**config.mk**
```make
export PLATFORM = sky130hd
export DESIGN_NAME = matmul_pool_engine
export DESIGN_NICKNAME = d
export VERILOG_FILES = /design/src/rtl/matmul_pool_engine.sv
export SDC_FILE = /design/constraint.sdc
export NUM_CORES = 2
export LEC_CHECK = 0
export BUFFER_PORTS_ARGS = -buffer_cell sky130_fd_sc_hd__buf_2
export CORE_UTILIZATION = 30
export CTS_CLUSTER_DIAMETER = 40
export DETAILED_ROUTE_END_ITERATION = 8
export GPL_ROUTABILITY_DRIVEN = 0
export PLACE_DENSITY_LB_ADDON = 0.2
export SYNTH_ARGS = -nofsm -noshare
export SYNTH_HDL_FRONTEND = slang
export SYNTH_SLANG_ARGS = --single-unit
```
**constraint.sdc**
```tcl
create_clock -name clk -period 7.93 [get_ports clk]
set_input_delay 0.793 -clock clk [delete_from_list [all_inputs] [get_ports clk]]
set_output_delay 0.793 -clock clk [all_outputs]
set_load 0.005 [all_outputs]
```
**src/rtl/matmul_pool_engine.sv**
```systemverilog
// 4x4 unsigned 8-bit matrix multiply followed by 2x2 average pooling with saturation.
// Operands are fetched row-by-row from a word memory; the pooled bytes are written back as one word.
//
// state        | meaning
// IDLE         | ready high, waiting for kick_start
// READ_A       | issue 4 A-row reads, capture rows one cycle behind (5 cycles)
// READ_B       | same as READ_A for the B operand
// MAC_COMPUTE  | one C element per cycle, row-major (16 cycles)
// AVERAGE_POOL | reduce C quadrants to 4 saturated bytes
// STORE_RESULT | pack pooled bytes, load write port registers
// WRITE_BACK   | write strobe high for one cycle, then IDLE
module matmul_pool_engine #(
  parameter logic [9:0] A_BASE = 10'h000,
  parameter logic [9:0] B_BASE = 10'h100,
  parameter logic [9:0] C_ADDR = 10'h200
) (
  input  logic        clk,
  input  logic        rstn,
  input  logic        kick_start,
  output logic        ready,
  output logic        mem_read_en_A,
  output logic [9:0]  mem_addr_A,
  input  logic [31:0] mem_data_A,
  output logic        mem_read_en_B,
  output logic [9:0]  mem_addr_B,
  input  logic [31:0] mem_data_B,
  output logic        mem_write_en_C,
  output logic [9:0]  mem_addr_C,
  output logic [31:0] mem_data_C
);

  typedef enum logic [2:0] {
    IDLE, READ_A, READ_B, MAC_COMPUTE, AVERAGE_POOL, STORE_RESULT, WRITE_BACK
  } state_t;

  state_t      state;
  logic [3:0]  tmr;
  logic [7:0]  a_mat [0:3][0:3];
  logic [7:0]  b_mat [0:3][0:3];
  logic [17:0] c_mat [0:3][0:3];
  logic [7:0]  pool_q [0:3];

  logic [3:0]  elem;
  logic [1:0]  mi, mj;
  logic [1:0]  cap_row;
  logic [9:0]  rd_ofs;
  logic [17:0] mac_sum;
  logic [7:0]  pool_val [0:3];

  // tmr counts down; the phase index is recovered from how far it has run
  assign elem    = 4'd15 - tmr;
  assign mi      = elem[3:2];
  assign mj      = elem[1:0];
  assign cap_row = 2'd3 - tmr[1:0];
  assign rd_ofs  = 10'(4'd5 - tmr);

  always_comb begin
    mac_sum = '0;
    for (int k = 0; k < 4; k++) begin
      mac_sum = mac_sum + 18'(a_mat[mi][k]) * 18'(b_mat[k][mj]);
    end
  end

  for (genvar gp = 0; gp < 2; gp++) begin : g_pool_row
    for (genvar gq = 0; gq < 2; gq++) begin : g_pool_col
      logic [19:0] quad_sum;
      logic [17:0] avg;
      assign quad_sum = 20'(c_mat[2*gp][2*gq])   + 20'(c_mat[2*gp][2*gq+1]) +
                        20'(c_mat[2*gp+1][2*gq]) + 20'(c_mat[2*gp+1][2*gq+1]);
      assign avg = 18'(quad_sum >> 2);
      assign pool_val[2*gp+gq] = (avg > 18'd255) ? 8'hFF : avg[7:0];
    end
  end

  always_ff @(posedge clk) begin
    if (rstn) begin
      state          <= IDLE;
      ready          <= 1'b1;
      tmr            <= '0;
      mem_read_en_A  <= 1'b0;
      mem_addr_A     <= '0;
      mem_read_en_B  <= 1'b0;
      mem_addr_B     <= '0;
      mem_write_en_C <= 1'b0;
      mem_addr_C     <= '0;
      mem_data_C     <= '0;
      for (int r = 0; r < 4; r++) begin
        pool_q[r] <= '0;
        for (int c = 0; c < 4; c++) begin
          a_mat[r][c] <= '0;
          b_mat[r][c] <= '0;
          c_mat[r][c] <= '0;
        end
      end
    end else begin
      // strobes and addresses fall back to zero unless a state drives them
      mem_read_en_A  <= 1'b0;
      mem_addr_A     <= '0;
      mem_read_en_B  <= 1'b0;
      mem_addr_B     <= '0;
      mem_write_en_C <= 1'b0;
      mem_addr_C     <= '0;
      mem_data_C     <= '0;
      case (state)
        IDLE: begin
          if (kick_start) begin
            state         <= READ_A;
            ready         <= 1'b0;
            tmr           <= 4'd4;
            mem_read_en_A <= 1'b1;
            mem_addr_A    <= A_BASE;
          end
        end
        READ_A: begin
          if (tmr != 4'd4) begin
            for (int c = 0; c < 4; c++) a_mat[cap_row][c] <= mem_data_A[8*c +: 8];
          end
          if (tmr >= 4'd2) begin
            mem_read_en_A <= 1'b1;
            mem_addr_A    <= A_BASE + rd_ofs;
          end
          if (tmr == 4'd0) begin
            state         <= READ_B;
            tmr           <= 4'd4;
            mem_read_en_B <= 1'b1;
            mem_addr_B    <= B_BASE;
          end else begin
            tmr <= tmr - 4'd1;
          end
        end
        READ_B: begin
          if (tmr != 4'd4) begin
            for (int c = 0; c < 4; c++) b_mat[cap_row][c] <= mem_data_B[8*c +: 8];
          end
          if (tmr >= 4'd2) begin
            mem_read_en_B <= 1'b1;
            mem_addr_B    <= B_BASE + rd_ofs;
          end
          if (tmr == 4'd0) begin
            state <= MAC_COMPUTE;
            tmr   <= 4'd15;
          end else begin
            tmr <= tmr - 4'd1;
          end
        end
        MAC_COMPUTE: begin
          c_mat[mi][mj] <= mac_sum;
          if (tmr == 4'd0) state <= AVERAGE_POOL;
          else             tmr   <= tmr - 4'd1;
        end
        AVERAGE_POOL: begin
          for (int p = 0; p < 4; p++) pool_q[p] <= pool_val[p];
          state <= STORE_RESULT;
        end
        STORE_RESULT: begin
          mem_write_en_C <= 1'b1;
          mem_addr_C     <= C_ADDR;
          mem_data_C     <= {pool_q[3], pool_q[2], pool_q[1], pool_q[0]};
          state          <= WRITE_BACK;
        end
        WRITE_BACK: begin
          state <= IDLE;
          ready <= 1'b1;
        end
        default: begin
          state <= IDLE;
          ready <= 1'b1;
        end
      endcase
    end
  end

endmodule

```
==> results.md <==
* DR DRC count at 0
* Number of buffers and inverters on the critical path at 4
* Reg2reg end: c_mat[3][16]
* Routed length on met1 at 48.4 mm
* Nets at 4056
* CTS root buf: clkbuf_16
* CTS max path bufs at 3
* CP Launch Type: flop
* Top-level port count at roughly 130
* Final Core Density at 35.5%
* CP arrival at 8.06 ns
* Reg2reg start: tmr[0]
* Layout cell share with drive strength beyond 1 at 14.8%
* Most used cell, CP: fa_1
* Hold path start: pool_q[2][5]
* Max Used Layer: met5
* Detailed-placement wirelength estimate at 78.4 mm
* IO Port Bufs at 122
* Latest clock arrival within the worst-skew pair at 0.73 ns
* Worst setup margin at approximately 0.28 ns
* Design Area, Final at 46900 sq um
* Row cnt at 133
* Final Hold Viols at 0
* Yosys reg bits at 630
* DR vias/cell at 4.66
* Mean Syn Cell Area at 12.4 sq um
* 1st-pass router iterations at 5
* Post-Synthesis Cell Area at 40000 sq um
* Cells after Synth at around 3200
* CTS Buf Count at 103
* Reg2Reg Setup Slack at 0.28 ns
* Largest net degree at the start of global routing at 129
* DR WL met2 at 52.0 mm
* Initial Util at 30.3%
* Crit path max-delay family: adder cells
* Placed Area at 43200 sq um
* Critical path capture point type: flop
* CTS tree: built
* Die Y at 367 microns
* R2R cell count at 22
* Max-Cap Viols at 0
* Slowest-stage cell, CP: mux4_2
* Post-synthesis sequential area ratio at 45.9%
* Min Tclk post-route at between 7 and 8 ns
* Pre-CTS setup slack at about 0.099 ns
* Worst hold margin at 0.430 ns
* Most frequent cells in the layout: 576 x edfxtp_1, 368 x fa_1, 348 x inv_1, 342 x nor2_1, 265 x and3_1
* Critical-path cell list: buf_12 > mux4_2 > and2_1 > fa_1 > fa_1 > inv_1 > fa_1 > fa_1 > inv_1 > fa_1 > fa_1 > fa_1 > fa_1 > ha_4 > a21o_1 > a21oi_2 > o21ai_2 > a211oi_2 > o31a_1 > a311oi_2 > buf_12 > nor2_1
* Fin. max-slew vios at 0
* CP max stage delay at approximately 0.58 ns
* Initial DRC count at 1599
* Status: finished, final reports clean
* Crit path from: tmr[0]
* WP depth at 22
* Post-synth EDFFs at 576
* Max Clock Freq at 131 MHz
* Max FO, Critical Path at 16
* H-Tree Depth at 3
* Vias in the first global route at approximately 26000
* Final critical-path share of the clock period at 96.4%
* Detail Route Antenna Nets at 0
* FFs w/ async S/R, synth at 0%
* Synth warn at 0
* Mean routed wirelength per cell at 20.5 microns
* Die width at 367 microns
* Commonest non-fill, non-tap cell in the layout: edfxtp_1
* Setup crit end: c_mat[3][16]
* Critical Path RT at about 8.4 ns
* WS Path Type: flop to flop
* Worst relative slew slack at 18.2%
* Total Routing Usage GR at around 16%
* Initial antenna violation count at 5
* Worst-Margin Slew at 1.23 ns
* Number of diodes at 0
* First-pass GRT wire length at 164 mm
* Final setup vio count at 0
* Clock Sinks at 630
* Vias post-DR at 24500
* Core ar. at 132000 sq um
* Post-synthesis cell type count at 83
* Reg clk slew, reported paths at roughly 0.05 ns
* Worst Skew at 0.0655 ns
* HP Class: flop to flop
* Synth Flop Type: edfxtp_1
* P&R area growth vs syn at 17.2%
* GR Overflow Total at 0
* Total wire length at 108 mm
* Die footprint at 135000 sq um
* Met3 WL at around 4.5 mm
## registers in the layout, indices dropped and copies added, names as in the netlist, 3 cells and up
register / count
mem_addr_B: 6
tmr: 4
b_mat: 128
pool_q: 32
a_mat: 128
mem_data_C: 32
c_mat: 288
mem_addr_A: 5
state: 3
## worst reg2reg max path: cells and delay by family, from the launching register on
family | cells | cell delay, ns
and+or+nand+nor | 2 | 0.27
muxes | 1 | 0.61
adders and majority gates | 9 | 4.40
AOI/OAI and AO/OA | 6 | 1.25
DFF | 1 | 0.36
buffers and inverters | 4 | 0.50
## metrics by stage
stage | setup TNS [ns] | instances
floorplan | 0 | 3243
global placement | 0 | 5062
detailed placement | 0 | 5062
CTS | 0 | 5255
global route | -0.00188 | 5258
finish | 0 | 5258
## cells in the mapped netlist, drive strengths merged (4+ instances only)
library cell | n | area share (%)
nand3 | 19 | 0.24
o21ai | 50 | 0.63
nor2b | 8 | 0.13
fa | 368 | 18
nor4 | 5 | 0.17
or2 | 4 | 0.069
xor2 | 26 | 0.57
a41oi | 17 | 0.37
nor3b | 4 | 0.075
nand2b | 32 | 0.50
a21boi | 4 | 0.075
a21o | 41 | 0.77
nor2 | 343 | 3.2
inv | 348 | 3.3
nand2 | 139 | 1.3
clkbuf | 130 | 1.2
o21a | 7 | 0.13
dfxtp | 54 | 2.7
o21bai | 5 | 0.094
buf | 28 | 0.46
mux2i | 13 | 0.33
o211ai | 11 | 0.21
edfxtp | 576 | 43
and3 | 265 | 4.1
o31ai | 5 | 0.11
mux4 | 64 | 3.6
and2 | 224 | 3.5
nor3 | 16 | 0.21
a31oi | 19 | 0.35
ha | 206 | 6.4
a21oi | 103 | 1.3
or3 | 4 | 0.063
a211oi | 10 | 0.19
nand4 | 11 | 0.21
xnor2 | 27 | 0.59
## per-layer routing
metal | track usage, % | up-vias
met3 | 2.66 | 121
met5 | 0 | -
met2 | 27.0 | 475
met1 | 21.3 | 12400
met4 | 4.72 | 2
li1 | - | 11500
## worst min path at each step
stage / end / slack (ns) / cells after the start
2_1_floorplan: mem_data_C[0] / 0.42 / 1
4_1_cts: a_mat[0][21] / 0.38 / 2
3_5_place_dp: mem_data_C[23] / 0.43 / 1
3_3_place_gp: mem_data_C[22] / 0.42 / 1
5_1_grt: a_mat[0][21] / 0.41 / 2
6_report: mem_data_C[21] / 0.43 / 1
## cell families after synthesis
family | count (synthesis) | share of synthesized area, %
other cells | 1 | 0.00937
simple gates | 1086 | 14.1
fa+ha+maj | 574 | 24.9
buf+inv | 506 | 4.95
mux | 77 | 3.93
flops | 630 | 45.9
xor+xnor | 53 | 1.16
compound gates | 307 | 5.07
## cell type report
cell class / count / area (sq um)
clock buffers: 122 / 2740
clock inverters: 71 / 850
fillers: 13000 / 85100
inverters: 348 / 1310
multi-input cells: 2107 / 19900
flip-flops and latches: 630 / 18400
well taps: 1755 / 2200
repair buffers: 225 / 1530
## what timing repair did
item / CTS / global route
hold buffers: 0 / 0
buffers inserted: 0 / 3
endpoints found under the setup margin: 0 / 84
resized for setup: 0 / 10
Power is not shown: default switching activity piles up to over one toggle a cycle in this logic, so the estimate is an artifact.
